**src/rtl/mem_arbiter.sv**
```systemverilog
// mem_arbiter: round-robin arbiter of fetch (m0, read-only) and load/store (m1) masters onto a single-port RAM with LAT-cycle reads
module mem_arbiter #(
  parameter int AW  = 32,
  parameter int LAT = 1
) (
  input  logic          clk,
  input  logic          rstn,
  input  logic          m0_req,
  input  logic [AW-1:0] m0_addr,
  output logic          m0_gnt,
  output logic          m0_rvalid,
  output logic [31:0]   m0_rdata,
  input  logic          m1_req,
  input  logic [AW-1:0] m1_addr,
  input  logic          m1_we,
  input  logic [31:0]   m1_wdata,
  input  logic [3:0]    m1_wstrb,
  output logic          m1_gnt,
  output logic          m1_rvalid,
  output logic [31:0]   m1_rdata,
  output logic          mem_en,
  output logic          mem_we,
  output logic [AW-1:0] mem_addr,
  output logic [31:0]   mem_wdata,
  output logic [3:0]    mem_wstrb,
  input  logic [31:0]   mem_rdata
);
  typedef enum logic {IDLE, WAIT} state_t;
  state_t     state_q;
  logic [2:0] cnt_q;
  logic       owner_q, last_q, idle, rd;
  assign idle      = rstn && state_q == IDLE;
  assign m1_gnt    = idle && m1_req && (!m0_req || !last_q);
  assign m0_gnt    = idle && m0_req && !m1_gnt;
  assign mem_en    = m0_gnt || m1_gnt;
  assign mem_we    = m1_gnt && m1_we;
  assign mem_addr  = m1_gnt ? m1_addr : m0_gnt ? m0_addr : '0;
  assign mem_wdata = m1_gnt ? m1_wdata : '0;
  assign mem_wstrb = m1_gnt ? m1_wstrb : '0;
  assign rd        = mem_en && !mem_we;
  always_ff @(posedge clk or negedge rstn) begin
    if (!rstn) begin
      state_q   <= IDLE;
      cnt_q     <= '0;
      owner_q   <= 1'b0;
      last_q    <= 1'b0;
      m0_rvalid <= 1'b0;
      m1_rvalid <= 1'b0;
      m0_rdata  <= '0;
      m1_rdata  <= '0;
    end else begin
      m0_rvalid <= 1'b0;
      m1_rvalid <= 1'b0;
      if (mem_en) last_q <= m1_gnt;
      if (state_q == IDLE) begin
        if (rd) begin
          state_q <= WAIT;
          cnt_q   <= 3'(LAT);
          owner_q <= m1_gnt;
        end
      end else begin
        cnt_q <= cnt_q - 3'd1;
        if (cnt_q == 3'd1) begin
          state_q <= IDLE;
          if (owner_q) begin
            m1_rdata  <= mem_rdata;
            m1_rvalid <= 1'b1;
          end else begin
            m0_rdata  <= mem_rdata;
            m0_rvalid <= 1'b1;
          end
        end
      end
    end
  end
endmodule

```
**config.mk**
```make
export PLATFORM = sky130hd
export DESIGN_NAME = mem_arbiter
export DESIGN_NICKNAME = d
export VERILOG_FILES = /design/src/rtl/mem_arbiter.sv
export SDC_FILE = /design/constraint.sdc
export NUM_CORES = 1
export LEC_CHECK = 0
export CORE_AREA = 3 3 107 109
export CTS_CLUSTER_SIZE = 25
export DETAILED_ROUTE_END_ITERATION = 8
export DIE_AREA = 0 0 110 112
export DONT_BUFFER_PORTS = 1
export HOLD_SLACK_MARGIN = 0.08
export SYNTH_ARGS = -nofsm -noshare
export SYNTH_HDL_FRONTEND = slang
export SYNTH_SLANG_ARGS = --single-unit
```
**constraint.sdc**
```tcl
create_clock -name clk -period 1.5 [get_ports clk]
set_input_delay 0.075 -clock clk [delete_from_list [all_inputs] [get_ports clk]]
set_output_delay 0.075 -clock clk [all_outputs]
set_load 0.03 [all_outputs]
```
==> reports/summary.txt <==
Most frequent cells after synthesis = dfrtp_1 (72), and2_1 (37), mux2_2 (36)
IO Pins = 275
VDD IR max = 1120 uV
Syn nets = 392
CP Launch Type = flip-flop
GR Overflow Total = 0
CP max FO = 17
WL final = 13.0 mm
Final setup fails = 135
Synth top area cells = dfrtp_1 (51%), mux2_4 (12%), mux2_2 (12%), a22o_1 (8.2%), and2_1 (6.6%)
Worst path cell trace = nand2b_1 > and3_1 > buf_12 > buf_4 > a22o_4
Most frequent cell after synthesis = dfrtp_1
Delay-heaviest family, CP = flip-flops
Core area = 0.0107 mm2
Top cell type's share of synthesized area = 0.513
Antenna violations before repair = 0
Syn_area_per_cell = 13.9 um2
Worst setup EP type = output port
WL/cell = 26.6 um
FP Rows = 38
Register area = 0.00180 mm2
CTS H-Tree Depth = 3
Fin crit share = 1.18
Crit path arrival time = 1.70 ns
Initial Util = 0.328
Post-synthesis cell type count = 25
Total of max-cap violations = 0
Final Skew = 0.00656 ns
Iter 0 DRT Violations = 166
Yosys reg bits = 72
Synthesized area = 0.00351 mm2
Post-synthesis cell count = 253
# fillers = 890
Layout cell share with drive strength beyond 1 = 0.635
Root Driver = clkbuf_8
Vias = 2502
Final Instance Count excl. Fillers = 488
Slowest stage cell, crit path = dfrtp_1
Remaining DRCs = 0
WP buf/inv = 2
Die width = 110 um
Hold buffers post-CTS = 35
Dpl hpwl = 8.54 mm
Area leader, netlist = dfrtp_1
Vias in the first global route = 2776
Max Transition Viols Final = 0
Actual slew at the worst max-slew pin = 0.355 ns
Cts bufs inserted = 9
Multi-input gate area = 0.00204 mm2
Number of vias per cell = 5.13
Die ar. = 0.0123 mm2
Slew HR = 0.763
Post-synth EDFFs = 0
Worst Hold Margin = -0.587 ns
Tot GR Track Use = 0.203
Clk buf depth = 2
Placed cell count = 403
Pin count of the biggest net entering global routing = 75
Hold Violations, Final = 73
Post-route ant nets = 0
Synth-to-Final Area Change = 57.9%
Worst Setup Slack, final = -0.273 ns
Top_reg_cell synth = dfrtp_1
Reg clk slew, reported paths = 0.08 ns
Gpl congestion = 0.777
Pleak = 2.68 nW
First-pass iteration count of the detailed router = 4
CTS tree = built
Ys Warns = 0
RSZ-0062 raised after global routing = yes
Worst-Skew Late Latency = 0.35 ns
Class of the worst hold path = primary input to asynchronous set/reset pin
Power density over cell area = 2210 mW/mm2
Max Freq = 564 MHz
Die Ht = 112 um
Tmin final = 1.77 ns
Clock sink total = 72
Port-buffer cells = 0
First-pass GRT wire length = 18.2 mm
Status = complete, but fails checks
Fraction of registers with async set/reset = 1.00
Failing checks = negative hold slack, negative setup slack
WP data required = 1.42 ns
Max stage delay on crit path = 0.40 ns
Diodes inserted = 0
Layout Nets = 483
Critical path class = flip-flop to output port
Seq/Total Area, Yosys = 0.513
worst reg2reg max path: stages (launching register included):
cell	delay, ns
dfrtp_1	0.38
inv_2	0.07
ha_4	0.13
nand3b_4	0.09
buf_6	0.13
nor2_4	0.12
buf_4	0.13
buf_6	0.12
buf_16	0.13
mux2_4	0.31
flip-flops by register name (all words and copies together), names as in the netlist:
name / flops
owner_q: 1
m0_rvalid: 1
m1_rvalid: 1
state_q: 1
cnt_q: 3
m1_rdata: 32
m0_rdata: 32
last_q: 1
where the power goes:
group | switching [W] | total [W] | internal [W]
Clock | 0.000723 | 0.00187 | 0.00114
Sequential | 0.00261 | 0.00552 | 0.00291
Combinational | 0.00184 | 0.00486 | 0.00303
Total | 0.00517 | 0.0123 | 0.00708
worst paths after layout:
path | depth (start not counted) | slack (ns) | end | from
max reg2reg | 9 | -0.21 | m0_rdata[15] | cnt_q[1]
max | 5 | -0.27 | mem_addr[23] | last_q
min in group clk | 1 | -0.07 | cnt_q[0] | rstn
max in group asynchronous | 0 | 1.98 | last_q | rstn
min reg2reg | 2 | 0.55 | owner_q | owner_q
min | 0 | -0.59 | m1_rdata[15] | rstn
layer usage:
layer,up-vias,track usage,part of all wire
li1,1077,-,-
met1,1262,0.249,0.40
met2,150,0.328,0.49
met3,13,0.0719,0.092
met4,0,0.0665,0.012
met5,-,0,0
timing repair:
item | in CTS | in global routing
endpoints found under the setup margin | 136 | 137
cloned | 9 | 3
resized for setup | 116 | 13
endpoints found under the hold margin | 141 | 73
setup buffers | 15 | 8
pin swaps | 38 | 31
cells in the final DEF, fill, tap and decap left out, drive strengths merged:
cell type	n
dfrtp	72
mux2	65
buf	62
and2	37
dlygate4sd3	35
a22o	34
clkbuf	15
inv	5
bufinv	3
a21oi	3
nand2	2
xor2	2
and3	2
ha	2
nor2b	1
nand2b	1
o21a	1
nand3b	1
or2	1
nor2	1
a31o	1
o2bb2ai	1
a31oi	1
through the flow:
| stage | utilization | power (W) | cell area, um2 | TNS [ns] | setup slack [ns] |
|---|---|---|---|---|---|
| finish | 0.518 | 0.0123 | 5550 | -24.66 | -0.273 |
| global route | 0.518 | 0.0128 | 5550 | -34.14 | -0.334 |
| CTS | 0.499 | 0.0121 | 5340 | -26.35 | -0.303 |
| detailed placement | 0.368 | 0.00880 | 3940 | -7.94 | -0.129 |
| global placement | 0.368 | 0.00866 | 3940 | -5.70 | -0.0916 |
| floorplan | - | 0.00789 | 3610 | -2.61 | -0.0722 |
final cells by class:
class | count | area share
Clock buffer | 12 | 0.0262
Clock inverter | 3 | 0.0162
Inverter | 5 | 0.00338
Multi-Input combinational cell | 156 | 0.369
Sequential cell | 72 | 0.325
Tap cell | 140 | 0.0316
Timing Repair Buffer | 100 | 0.229
cell families after synthesis:
kind of cell | Yosys count | synth area share
buf+inv | 25 | 0.0549
mux | 65 | 0.239
flops | 72 | 0.513
compound gates | 41 | 0.0984
xor+xnor | 2 | 0.00499
fa+ha+maj | 2 | 0.00713
simple gates | 46 | 0.0820
(Power assumes the default switching activity.)
